## src/rtl/motor_fault_pkg.sv

```systemverilog
// Shared definitions for the motor fault classifier: fault codes, default
// classification thresholds, the debounce FSM state type and the window
// classification function.
package motor_fault_pkg;

  localparam logic [1:0] FAULT_HEALTHY = 2'b00;
  localparam logic [1:0] FAULT_BEARING = 2'b01;
  localparam logic [1:0] FAULT_ROTOR   = 2'b10;
  localparam logic [1:0] FAULT_STATOR  = 2'b11;

  localparam int DEF_TH_STATOR  = -2400;
  localparam int DEF_TH_BEARING = 2800;
  localparam int DEF_TH_ROTOR   = 1200;

  typedef enum logic {StAcq, StLock} state_e;

  // Priority order: stator, bearing, rotor, healthy. All thresholds inclusive.
  function automatic logic [1:0] classify(input int sum, input int th_stator,
                                          input int th_bearing, input int th_rotor);
    if (sum <= th_stator) begin
      return FAULT_STATOR;
    end else if (sum >= th_bearing) begin
      return FAULT_BEARING;
    end else if (sum >= th_rotor) begin
      return FAULT_ROTOR;
    end
    return FAULT_HEALTHY;
  endfunction

endpackage

```

## src/rtl/motor_fault_classifier_window_accumulator.sv

```systemverilog
// Window accumulator: sums 2**WIN_LOG2 valid samples per window.
//   clk, rst        clock, synchronous active-high reset
//   clear_i         drop the partial window
//   sample_valid_i  sample qualifier
//   sample_i        signed sample
//   close_o         this cycle accepts the last sample of a window
//   close_sum_o     sum including this cycle's sample (meaningful with close_o)
//   win_done_o      registered pulse the cycle after close_o
//   win_sum_o       registered window sum, held until the next window
module window_accumulator #(
  parameter int unsigned SAMPLE_W = 16,
  parameter int unsigned WIN_LOG2 = 4
) (
  input  logic                                clk,
  input  logic                                rst,
  input  logic                                clear_i,
  input  logic                                sample_valid_i,
  input  logic signed [SAMPLE_W-1:0]          sample_i,
  output logic                                close_o,
  output logic signed [SAMPLE_W+WIN_LOG2-1:0] close_sum_o,
  output logic                                win_done_o,
  output logic signed [SAMPLE_W+WIN_LOG2-1:0] win_sum_o
);

  localparam int unsigned SumW = SAMPLE_W + WIN_LOG2;

  logic signed [SumW-1:0] acc_q, acc_d, sample_ext, acc_sum;
  logic [WIN_LOG2-1:0]    cnt_q, cnt_d;
  logic                   win_done_q;
  logic signed [SumW-1:0] win_sum_q;

  assign sample_ext  = {{WIN_LOG2{sample_i[SAMPLE_W-1]}}, sample_i};
  assign acc_sum     = acc_q + sample_ext;
  assign close_o     = sample_valid_i && !clear_i && (cnt_q == '1);
  assign close_sum_o = acc_sum;

  always_comb begin
    acc_d = acc_q;
    cnt_d = cnt_q;
    if (clear_i) begin
      acc_d = '0;
      cnt_d = '0;
    end else if (sample_valid_i) begin
      cnt_d = cnt_q + 1'b1;
      // The closing sample completes this window; the next one starts from zero.
      acc_d = close_o ? '0 : acc_sum;
    end
  end

  always_ff @(posedge clk) begin
    if (rst) begin
      acc_q      <= '0;
      cnt_q      <= '0;
      win_done_q <= 1'b0;
      win_sum_q  <= '0;
    end else begin
      acc_q      <= acc_d;
      cnt_q      <= cnt_d;
      win_done_q <= close_o;
      if (close_o) win_sum_q <= acc_sum;
    end
  end

  assign win_done_o = win_done_q;
  assign win_sum_o  = win_sum_q;

endmodule

```

## src/rtl/motor_fault_classifier.sv

```systemverilog
// Motor fault classifier: sums fixed-length windows of valid samples,
// classifies each window sum, debounces the class and reports a confirmed
// fault code. An idle timeout drops the lock.
//   clk, rst        clock, synchronous active-high reset
//   sample_valid_i  sample qualifier
//   sample_i        signed motor sample
//   win_done_o      pulse: window result on win_sum_o / win_class_o
//   win_sum_o       signed window sum
//   win_class_o     raw class of last window
//   fault_code_o    confirmed class
//   fault_valid_o   fault_code_o is confirmed and current
//   fault_change_o  pulse: fault_code_o took a new value
//   timeout_o       pulse: idle timeout fired
module motor_fault_classifier
  import motor_fault_pkg::*;
#(
  parameter int unsigned SAMPLE_W   = 16,
  parameter int unsigned WIN_LOG2   = 4,
  parameter int unsigned CONFIRM    = 2,
  parameter int unsigned TIMEOUT    = 64,
  parameter int          TH_STATOR  = DEF_TH_STATOR,
  parameter int          TH_BEARING = DEF_TH_BEARING,
  parameter int          TH_ROTOR   = DEF_TH_ROTOR
) (
  input  logic                                clk,
  input  logic                                rst,
  input  logic                                sample_valid_i,
  input  logic signed [SAMPLE_W-1:0]          sample_i,
  output logic                                win_done_o,
  output logic signed [SAMPLE_W+WIN_LOG2-1:0] win_sum_o,
  output logic [1:0]                          win_class_o,
  output logic [1:0]                          fault_code_o,
  output logic                                fault_valid_o,
  output logic                                fault_change_o,
  output logic                                timeout_o
);

  localparam int unsigned SumW   = SAMPLE_W + WIN_LOG2;
  localparam int unsigned AgreeW = $clog2(CONFIRM + 1);
  localparam int unsigned IdleW  = $clog2(TIMEOUT + 1);

  logic                   close;
  logic signed [SumW-1:0] close_sum;
  logic [1:0]             class_now;
  logic                   tmo_hit;

  logic [IdleW-1:0]  idle_q, idle_d;
  state_e            state_q;
  logic [1:0]        prev_q, win_class_q, fault_code_q;
  logic [AgreeW-1:0] agree_q, agree_next;
  logic              fault_valid_q, fault_change_q, timeout_q;
  logic              confirmed;

  window_accumulator #(
    .SAMPLE_W (SAMPLE_W),
    .WIN_LOG2 (WIN_LOG2)
  ) u_acc (
    .clk            (clk),
    .rst            (rst),
    .clear_i        (tmo_hit),
    .sample_valid_i (sample_valid_i),
    .sample_i       (sample_i),
    .close_o        (close),
    .close_sum_o    (close_sum),
    .win_done_o     (win_done_o),
    .win_sum_o      (win_sum_o)
  );

  // Classify in the closing cycle so the debounce result lands with win_done.
  assign class_now = classify(int'(close_sum), TH_STATOR, TH_BEARING, TH_ROTOR);

  assign tmo_hit = !sample_valid_i && (idle_q == IdleW'(TIMEOUT - 1));

  always_comb begin
    idle_d = idle_q + 1'b1;
    if (sample_valid_i || tmo_hit) idle_d = '0;
  end

  always_comb begin
    agree_next = AgreeW'(1);
    if (class_now == prev_q) begin
      agree_next = (agree_q == AgreeW'(CONFIRM)) ? agree_q : agree_q + 1'b1;
    end
  end

  assign confirmed = (agree_next == AgreeW'(CONFIRM));

  always_ff @(posedge clk) begin
    if (rst) begin
      state_q        <= StAcq;
      idle_q         <= '0;
      prev_q         <= FAULT_HEALTHY;
      agree_q        <= '0;
      win_class_q    <= FAULT_HEALTHY;
      fault_code_q   <= FAULT_HEALTHY;
      fault_valid_q  <= 1'b0;
      fault_change_q <= 1'b0;
      timeout_q      <= 1'b0;
    end else begin
      idle_q         <= idle_d;
      fault_change_q <= 1'b0;
      timeout_q      <= tmo_hit;
      if (tmo_hit) begin
        // fault_code is kept; only the lock and the debounce history are dropped.
        state_q       <= StAcq;
        fault_valid_q <= 1'b0;
        agree_q       <= '0;
      end else if (close) begin
        win_class_q <= class_now;
        unique case (state_q)
          StAcq: begin
            prev_q  <= class_now;
            agree_q <= agree_next;
            if (confirmed) begin
              fault_code_q   <= class_now;
              fault_valid_q  <= 1'b1;
              fault_change_q <= 1'b1;
              state_q        <= StLock;
            end
          end
          StLock: begin
            prev_q <= class_now;
            if (class_now == fault_code_q) begin
              agree_q <= AgreeW'(CONFIRM);
            end else begin
              agree_q <= agree_next;
              if (confirmed) begin
                fault_code_q   <= class_now;
                fault_change_q <= 1'b1;
              end
            end
          end
          default: state_q <= StAcq;
        endcase
      end
    end
  end

  assign win_class_o    = win_class_q;
  assign fault_code_o   = fault_code_q;
  assign fault_valid_o  = fault_valid_q;
  assign fault_change_o = fault_change_q;
  assign timeout_o      = timeout_q;

endmodule

```

## config.mk

```make
export PLATFORM = sky130hd
export DESIGN_NAME = motor_fault_classifier
export DESIGN_NICKNAME = d
export VERILOG_FILES = /design/src/rtl/motor_fault_pkg.sv /design/src/rtl/motor_fault_classifier_window_accumulator.sv /design/src/rtl/motor_fault_classifier.sv
export SDC_FILE = /design/constraint.sdc
export NUM_CORES = 1
export LEC_CHECK = 0
export ABC_CLOCK_PERIOD_IN_PS = 6000
export BUFFER_PORTS_ARGS = -buffer_cell sky130_fd_sc_hd__buf_2
export CAP_MARGIN = 20
export CORE_MARGIN = 1
export CORE_UTILIZATION = 42
export DETAILED_ROUTE_END_ITERATION = 8
export SYNTH_ARGS = -nofsm -noshare
export SYNTH_HDL_FRONTEND = slang
export SYNTH_SLANG_ARGS = --single-unit
```

## constraint.sdc

```tcl
create_clock -name clk -period 6 [get_ports clk]
set_clock_uncertainty 0.15 [all_clocks]
set_input_delay 0.6 -clock clk [delete_from_list [all_inputs] [get_ports clk]]
set_output_delay 0.6 -clock clk [all_outputs]
set_load 0.03 [all_outputs]
```

---- Yosys cells after proc, flatten, opt, wreduce, memory -nomap -nowiden ----
Cells that the tools add are included.
word-level totals
  output and inout port bits .............. 28
  bits in registers ....................... 62
  input bits .............................. 19
operators by class
  add/sub/neg operators ................... 4
  bitwise operators ....................... 3
  reduce and logical (&&, ||, !) cells .... 12
  equality and inequality tests ........... 7
  mux-type cells .......................... 19
  magnitude comparators ................... 3
operator list
  cell                                                                      count
  20-bit by 16-bit adder with 20-bit output                                 1
  20-bit by 12-bit >= comparator with 1-bit output (second input constant)  1
  20-bit by 13-bit >= comparator with 1-bit output (second input constant)  1
  20-bit by 13-bit <= comparator with 1-bit output (second input constant)  1
  20-bit two-way mux                                                        1
  2-bit two-way mux                                                         9
  2-bit one-hot mux with 2 select lines                                     2
  7-bit by 1-bit adder with 7-bit output (second input constant)            1
  7-bit by 6-bit equality test with 1-bit output (second input constant)    1
  1-bit two-way mux                                                         6
  3-bit AND reduction                                                       2
  4-bit by 1-bit adder with 4-bit output (second input constant)            1
  2-bit equality test                                                       2
  2-bit equality test (second input constant)                               2
  4-bit equality test (second input constant)                               1
  2-bit OR reduction                                                        2
  1-bit logical AND                                                         3
  1-bit inverter                                                            3
  3-bit OR reduction                                                        1
  2-bit by 1-bit adder with 2-bit output (second input constant)            1
  1-bit logical NOT                                                         2
  2-bit inequality test (second input constant)                             1
  1-bit one-hot mux with 2 select lines                                     1
  2-bit AND reduction                                                       1
  1-bit logical OR                                                          1

---- Logic depth before layout (Yosys ltp) ----
Gate-level depths: netlist of run 1.
  depth after elaboration ................. 12
  depth in mapped cells ................... 15
  depth with buffers taken out ............ 14

---- Cells and area by module ----
From an unflattened synthesis of run 1, not the netlist that was laid out.
unflattened totals
  cell total of the unflattened synthesis .. 419
  area, all modules ....................... 3684.8 um^2
modules (own cells, without submodules)
  module                  cells each  times used  seq. area each (um^2)  area each (um^2)
  window_accumulator      319         1           900.9                  2707.6
  motor_fault_classifier  100         1           340.3                  977.2

---- Worst setup path before layout of run 1 ----
Ideal clock, no wire load.
  path type ............................... in2reg
  start ................................... input sample_i[0]
  end ..................................... register fault_code_q[1] (netlist: fault_code_o[1])
  setup time .............................. 0.121 ns
  path slack .............................. 1.662 ns
  data arrival time ....................... 4.067 ns
  cell stages on the path ................. 15
  cells stage by stage .................... ha_1 -> inv_1 -> fa_1 -> nand2b_1 -> a211oi_2 -> o211a_1 -> or2_1 -> xor2_1 -> and4_1 -> nand4_1 -> o31a_1 -> mux4_2 -> or4_1 -> buf_2 -> mux2_4
between the ends
  longest elaborated chain between the ends .. 12
  elaborated cells on any way between the ends .. 19
  those cells by class .................... 1 x add/sub; 3 x order compare; 4 x eq/ne; 10 x mux; 1 x reduce/logical
ends and longest elaborated chain
  what                                              line                                                          text
  start: declaration                                motor_fault_classifier.sv:28                                  input logic signed [SAMPLE_W-1:0] sample_i,
  20-bit by 16-bit adder with 20-bit output *       motor_fault_classifier_window_accumulator.sv:33               assign acc_sum = acc_q + sample_ext;
  20-bit by 12-bit >= comparator with 1-bit output  motor_fault_pkg.sv:24                                         end else if (sum >= th_rotor) begin
  1-bit two-way mux                                 motor_fault_pkg.sv:24
  1-bit two-way mux                                 motor_fault_pkg.sv:22                                         end else if (sum >= th_bearing) begin
  1-bit two-way mux                                 motor_fault_pkg.sv:20                                         if (sum <= th_stator) begin
  2-bit two-way mux *                               motor_fault_pkg.sv:27                                         return FAULT_HEALTHY;
  2-bit equality test                               motor_fault_classifier.sv:81                                  if (class_now == prev_q) begin
  2-bit two-way mux                                 motor_fault_classifier.sv:81
  2-bit equality test                               motor_fault_classifier.sv:86                                  assign confirmed = (agree_next == AgreeW'(CONFIRM));
  2-bit two-way mux                                 motor_fault_classifier.sv:114, motor_fault_classifier.sv:127
  2-bit two-way mux                                 motor_fault_classifier.sv:123                                 if (class_now == fault_code_q) begin
  2-bit one-hot mux with 2 select lines             motor_fault_classifier.sv:110                                 unique case (state_q)
  end signal: assignment                            motor_fault_classifier.sv:115                                 fault_code_q <= class_now;
  end signal: assignment                            motor_fault_classifier.sv:128                                 fault_code_q <= class_now;
  end: declaration                                  motor_fault_classifier.sv:49                                  logic [1:0] prev_q, win_class_q, fault_code_q;
Mark *: on every way between the ends. The rest lies on a longest branch, timed or not. The select of a mux whose other input is x is not followed.
A chain may end at the register's enable or synchronous reset.

---- Worst setup path after layout of run 1 ----
  start ................................... register u_acc.acc_q[0]
  end ..................................... register fault_code_q[1] (netlist: fault_code_o[1])
between the ends
  longest elaborated chain between the ends .. 12
  elaborated cells on any way between the ends .. 19
  those cells by class .................... 1 x add/sub; 3 x order compare; 4 x eq/ne; 10 x mux; 1 x reduce/logical
ends and longest elaborated chain
  what                                              line                                                          text
  start: declaration                                motor_fault_classifier_window_accumulator.sv:27               logic signed [SumW-1:0] acc_q, acc_d, sample_ext, acc_sum;
  start signal: assignment                          motor_fault_classifier_window_accumulator.sv:52               acc_q <= '0;
  start signal: assignment                          motor_fault_classifier_window_accumulator.sv:57               acc_q <= acc_d;
  20-bit by 16-bit adder with 20-bit output *       motor_fault_classifier_window_accumulator.sv:33
  20-bit by 12-bit >= comparator with 1-bit output  motor_fault_pkg.sv:24
  1-bit two-way mux                                 motor_fault_pkg.sv:24
  1-bit two-way mux                                 motor_fault_pkg.sv:22
  1-bit two-way mux                                 motor_fault_pkg.sv:20
  2-bit two-way mux *                               motor_fault_pkg.sv:27
  2-bit equality test                               motor_fault_classifier.sv:81
  2-bit two-way mux                                 motor_fault_classifier.sv:81
  2-bit equality test                               motor_fault_classifier.sv:86
  2-bit two-way mux                                 motor_fault_classifier.sv:114, motor_fault_classifier.sv:127
  2-bit two-way mux                                 motor_fault_classifier.sv:123
  2-bit one-hot mux with 2 select lines             motor_fault_classifier.sv:110
Marks and branches as above.

==> results of run 1 <==
placed cells by master (no fill, tap or decap), types with 5 or more instances in the layout:
| master | Yosys | layout |
|---|---|---|
| inv_1 | 11 | 11 |
| o211ai_1 | 6 | 6 |
| o21ai_0 | 10 | 10 |
| mux2i_1 | 5 | 5 |
| nand2b_1 | 5 | 5 |
| xnor2_1 | 14 | 14 |
| a21oi_1 | 52 | 52 |
| buf_2 | 2 | 46 |
| xor2_1 | 12 | 12 |
| nand2_1 | 52 | 52 |
| dfxtp_1 | 62 | 62 |
| nor2b_1 | 17 | 17 |
| o21a_1 | 5 | 5 |
| ha_1 | 22 | 22 |
| clkbuf_8 | 0 | 9 |
| nor3_1 | 10 | 10 |
| nor2_1 | 59 | 59 |
| nand3_1 | 11 | 11 |
flip-flops by register name (all words and copies together), names as in the netlist:
signal,cells
agree_q,2
fault_valid_o,1
u_acc.cnt_q,4
state_q,1
u_acc.acc_q,20
u_acc.win_sum_o,20
idle_q,7
fault_change_o,1
win_class_o,2
u_acc.win_done_o,1
timeout_o,1
fault_code_o,2
power groups by stage:
| stage | clock network, W | registers (W) | logic, W |
|---|---|---|---|
| after detailed placement | 0 | 0.000451 | 0.000355 |
| after global routing | 0.000448 | 0.000444 | 0.000395 |
| after CTS | 0.000428 | 0.000442 | 0.000357 |
| final | 0.000418 | 0.000442 | 0.000359 |
| after global placement | 0 | 0.000450 | 0.000351 |
| after floorplan | 0 | 0.000448 | 0.000277 |
layer usage:
layer | wire, um | up-vias
met3 | 330 | 10
met5 | 0 | -
met4 | 106 | 0
met2 | 3820 | 61
li1 | - | 1631
met1 | 4310 | 1460
critical path: stages (launching register included):
cell and delay (ns):
dfxtp_1 0.34, ha_1 0.22, inv_1 0.07, fa_1 0.39
nand2b_1 0.19, a211oi_2 0.42, o21ai_0 0.18, a211oi_2 0.46
nand2_1 0.10, o211ai_1 0.25, and2_1 0.19, nand2_1 0.06
mux4_2 0.47, or4_1 0.55, mux2_4 0.34
logic make-up (layout without fill, tap and decap cells):
group           Yosys count  count (layout)  share of synthesized area, %
compound gates          112             112                          20.7
buf+inv                  31              75                          3.30
fa+ha+maj                23              23                          8.20
xor+xnor                 27              27                          6.78
flops                    62              62                          34.5
simple gates            182             182                          24.1
mux                       7               7                          2.43
area by class of cell:
class / instances / area (um^2)
clock buffer: 9 / 124
clock inverter: 7 / 96.3
fill: 821 / 4140
inverter: 11 / 41.3
multi-input combinational: 351 / 2240
sequential: 62 / 1240
tap: 105 / 131
timing repair buffer: 48 / 245
path summary, 6_finish.rpt:
check | to | slack, ns | depth (start not counted)
max | fault_code_o[1] | 1.51 | 14
min reg2reg | u_acc.win_sum_o[18] | 0.30 | 2
min | u_acc.win_sum_o[18] | 0.30 | 2
max reg2reg | fault_code_o[1] | 1.51 | 14
per-stage QoR:
step           std cells  setup slack, ns  utilization [%]
2_1_floorplan        444             1.66                -
3_3_place_gp         577             1.33             47.3
3_5_place_dp         577             1.19             47.3
4_1_cts              593             1.51             49.9
5_1_grt              593             1.28             49.9
6_report             593             1.51             49.9
==> results.toml, run 1 <==
[setup_path]
arrival_ns = 4.58
critPathKind = "flip-flop to flip-flop"
crit-reg2reg-launch = "u_acc.acc_q[0]"
crit_start = "u_acc.acc_q[0]"
worstSetupStartpointType = "flip-flop"
endpoint_kind = "flip-flop"
worstPathRequired_ns = 6.09
worstPathMaxFanout = 7

[synthesis]
syn_area_per_cell_um2 = 8.11
synth.most_common_cell = "dfxtp_1"
synth_largest_area_cell = "dfxtp_1"
synth_edf_count = 0
synth_area_leaders = "dfxtp_1 34%, ha_1 7.6%, a21oi_1 7.2%, nor2_1 6.2%, nand2_1 5.4%"
ys_ff_latch = 62
synth_nets = 486
ys_seq_area_share_pct = 34.5
syn_area_um2 = 3600
ys_async_sr_fraction_pct = 0
yosys_most_used_dff = "dfxtp_1"
ys_types = 59
postSynthCellCount = 444
synth_top_area_share_pct = 34.5
synth_warnings = 0
synth_common_cells = "62 x dfxtp_1, 59 x nor2_1, 52 x a21oi_1, 52 x nand2_1, 22 x ha_1"

[power_and_ir_drop]
p_sw_w = 0.000414
ir_worst_vdd_uv = 120
p_int_w = 0.000804
design_power_total_w = 0.00122
p_clk_share_pct = 34.3
power_density_nw_per_um2 = 296
power_frac_comb_pct = 29.5
seqPwrFrac_pct = 36.2
leakagePower_nw = 1.75
switching_share_pct = 34.0

[finish]
layout.nets = 525
drive_above_1_share_pct = 17.4
syn2layout_area_growth_pct = 14.5
diodes = 0
stdcell_area_um2 = 4120

[clock_network]
max-clock-path-buffers = 2
cts_resized = 0
ctsHoldBuffers = 0
clock-sinks = 62
clockRootBuffer = "clkbuf_8"
clkLatencyLatePin_ns = 0.35
cts_buffers = 9
cts.clk_slew.worst_paths_ns = 0.08
cts_tree = "done"
post-cts-setup-buffer-count = 0
htree_levels = 3

[floorplan]
placementRows = 33
dieArea_um2 = 8950
core_um2 = 8260
start_util_pct = 43.6
die_y_um = 94.6
io_pins = 47
die_x_um = 94.6

[timing]
holdWs_ns = 0.304
rsz0062_at_grt = "false"
max_slew_margin_pct = 33.4
hold_viol = 0
slew_viol_final = 0
period_share_pct = 74.9
clock.fmax_mhz = 223
layout_min_cycle_time_ns = 4.49
tightest_slew_ns = 0.999
setup_tns_ns = 0
setup_viol = 0

[routing]
first_iter_violations = 128
ant_nets = 0
drt-total-wl_mm = 8.56
via_per_inst = 5.33
first_pass_iters = 5
vias = 3162
post_drt_wl_per_cell_um = 14.4
drcViolationCount = 0

[grt]
grt_max_degree = 36
antenna_found_initial = 0
use_met2_pct = 33.0
grt_usage_pct = 20.8
grt_util_met1_pct = 27.5
grt-busiest-layer = "met2"
grt_use_met3_pct = 4.91
grt_overflow = 0
grt_pass1_vias = 3029
grt_pass1_wl_mm = 14.3

[worst_hold_path]
min_from = "u_acc.win_sum_o[18]"
min_path_type = "flip-flop to flip-flop"

[place]
dp_hpwl_mm = 6.24
finalWeightedCongestion = 0.860
placed_area_um2 = 3900
port_buffers = 46

[status]
status = "complete, no violations"

[job]
cap_violations = 0
No activity file was read; power rests on OpenSTA's default activity.
==> inputs of run 2 (changes only) <==
ABC_CLOCK_PERIOD_IN_PS = 3700   (was 6000)
clock period = 3.7 ns   (was 6 ns; I/O delays follow)
==> run 2 against run 1 <==
Compared with the run above:
- the run now ends with negative setup slack left
- worst hold slack got worse by 0.0014 ns
- total power rose by 92%
- register-to-register slack got worse by 1.7 ns
- flip-flop and latch count did not move
- wire length rose by 11%
- maximum frequency rose by 14%
- cell count rose by 14%
- sequential share of layout area fell by 5.1 points
- worst setup slack got worse by 1.7 ns
- largest power group is now combinational logic
==> results.toml, run 2 (synthesis results as in run 1) <==
[timing]
max_slew_margin_pct = 45.7
setup_ws_ns = -0.242
layout_min_cycle_time_ns = 3.94
rsz0062_at_grt = "true"
setup_tns_ns = -1.03
tightest_slew_ns = 0.814
setup_viol = 5
holdWs_ns = 0.302
period_share_pct = 107
clock.fmax_mhz = 254
slew_viol_final = 0
hold_viol = 0

[setup_path]
critPathKind = "flip-flop to flip-flop"
crit-reg2reg-launch = "u_acc.acc_q[0]"
arrival_ns = 4.03
cp_top_family = "simple AND/OR/NAND/NOR gates"
worstPathRequired_ns = 3.79
worstPathMaxFanout = 5
worstSetupStartpointType = "flip-flop"
ff2ff_path_depth = 16
ff2ff_setup_slack_ns = -0.24
max_stage_delay_ns = 0.47
endpoint_kind = "flip-flop"
cp_slowest_cell = "mux4_2"
crit_buf_inv = 3
path_cells = "ha_4, inv_2, fa_2, nand2b_4, a211oi_4, buf_6, o21ai_4, o21bai_1, xor2_1, buf_4, nor3_4, nand4b_1, o31a_1, mux4_2, or4_4, mux2_4"
worst_r2r_endpoint = "fault_code_o[1]"
crit_start = "u_acc.acc_q[0]"

[clock_network]
cts_tree = "done"
clkLatencyLatePin_ns = 0.34
clock-sinks = 62
clockRootBuffer = "clkbuf_8"
cts_buffers = 9
cts.clk_slew.worst_paths_ns = 0.09
htree_levels = 3
ctsHoldBuffers = 0
max-clock-path-buffers = 2

[grt]
antenna_found_initial = 0
grt_overflow = 0
grt_usage_pct = 22.3
grt_pass1_wl_mm = 15.6
grt_pass1_vias = 3241
grt_use_met3_pct = 2.98
grt_max_degree = 33
grt-busiest-layer = "met2"
grt_util_met1_pct = 30.7
use_met2_pct = 36.3

[finish]
multi_input_area_um2 = 2460
diodes = 0
layout_commonest_cell = "buf_4"
fillers = 776
fin_util_pct = 60.2
seq_area_um2 = 1240
stdcell_area_um2 = 4970
drive_above_1_share_pct = 33.9
syn2layout_area_growth_pct = 38.0
layout_common_cells = "83 x buf_4, 61 x dfxtp_1, 59 x nor2_1"
layout.nets = 607

[place]
dp_hpwl_mm = 6.91
port_buffers = 46
placed_area_um2 = 4510
finalWeightedCongestion = 0.835

[floorplan]
io_pins = 47
die_y_um = 94.6
die_x_um = 94.6
start_util_pct = 43.6
placementRows = 33
dieArea_um2 = 8950
core_um2 = 8260

[power_and_ir_drop]
ir_worst_vdd_uv = 248
power_density_nw_per_um2 = 470
leakagePower_nw = 2.21
design_power_total_w = 0.00233

[job]
cap_violations = 0

[routing]
first_pass_iters = 4
ant_nets = 0
drt-total-wl_mm = 9.54
first_iter_violations = 133
post_drt_wl_per_cell_um = 14.1
vias = 3483
drcViolationCount = 0
via_per_inst = 5.16

[worst_hold_path]
min_path_type = "flip-flop to flip-flop"
whs_endpoint = "idle_q[0]"
holdPathStages = 1
min_from = "idle_q[0]"

[status]
status = "finished with violations"
violations = "negative setup slack"
## run 2: area by class of cell
type,count,area share [%]
Clock buffer,9,2.49
Sequential cell,62,25.0
Timing Repair Buffer,130,17.4
Multi-Input combinational cell,351,49.6
Clock inverter,7,2.02
Inverter,11,0.831
Tap cell,105,2.64
## run 2: routing by layer
| metal | vias up | wire [um] |
|---|---|---|
| met5 | - | 0 |
| met4 | 0 | 139 |
| met3 | 12 | 335 |
| met2 | 76 | 4240 |
| met1 | 1602 | 4820 |
| li1 | 1793 | - |
## run 2: power by group
| part | internal [W] | switching (W) |
|---|---|---|
| Combinational | 0.000467 | 0.000457 |
| Clock | 0.000388 | 0.000302 |
| Sequential | 0.000699 | 0.0000211 |
| Total | 0.00155 | 0.000780 |
## run 2: repair_timing
action / CTS / global route
pin swaps: 4 / 9
buffers inserted: 3 / 5
gates resized for setup: 3 / 22
endpoints found under the setup margin: 5 / 7
## run 2: worst max-delay path by stage
| stage | end | slack (ns) | cells after the start |
|---|---|---|---|
| 5_1_grt | fault_code_o[1] | -0.35 | 15 |
| 6_report | fault_code_o[1] | -0.24 | 16 |
| 2_1_floorplan | fault_code_o[1] | -0.17 | 15 |
| 4_1_cts | fault_code_o[1] | -0.26 | 14 |
| 3_3_place_gp | fault_code_o[1] | -0.38 | 12 |
| 3_5_place_dp | fault_code_o[1] | -0.43 | 15 |
## run 2: stage by stage
| step | worst slack (ns) | instances |
|---|---|---|
| floorplan | -0.171 | 444 |
| global placement | -0.381 | 651 |
| detailed placement | -0.430 | 651 |
| CTS | -0.255 | 670 |
| global route | -0.352 | 675 |
| finish | -0.242 | 675 |
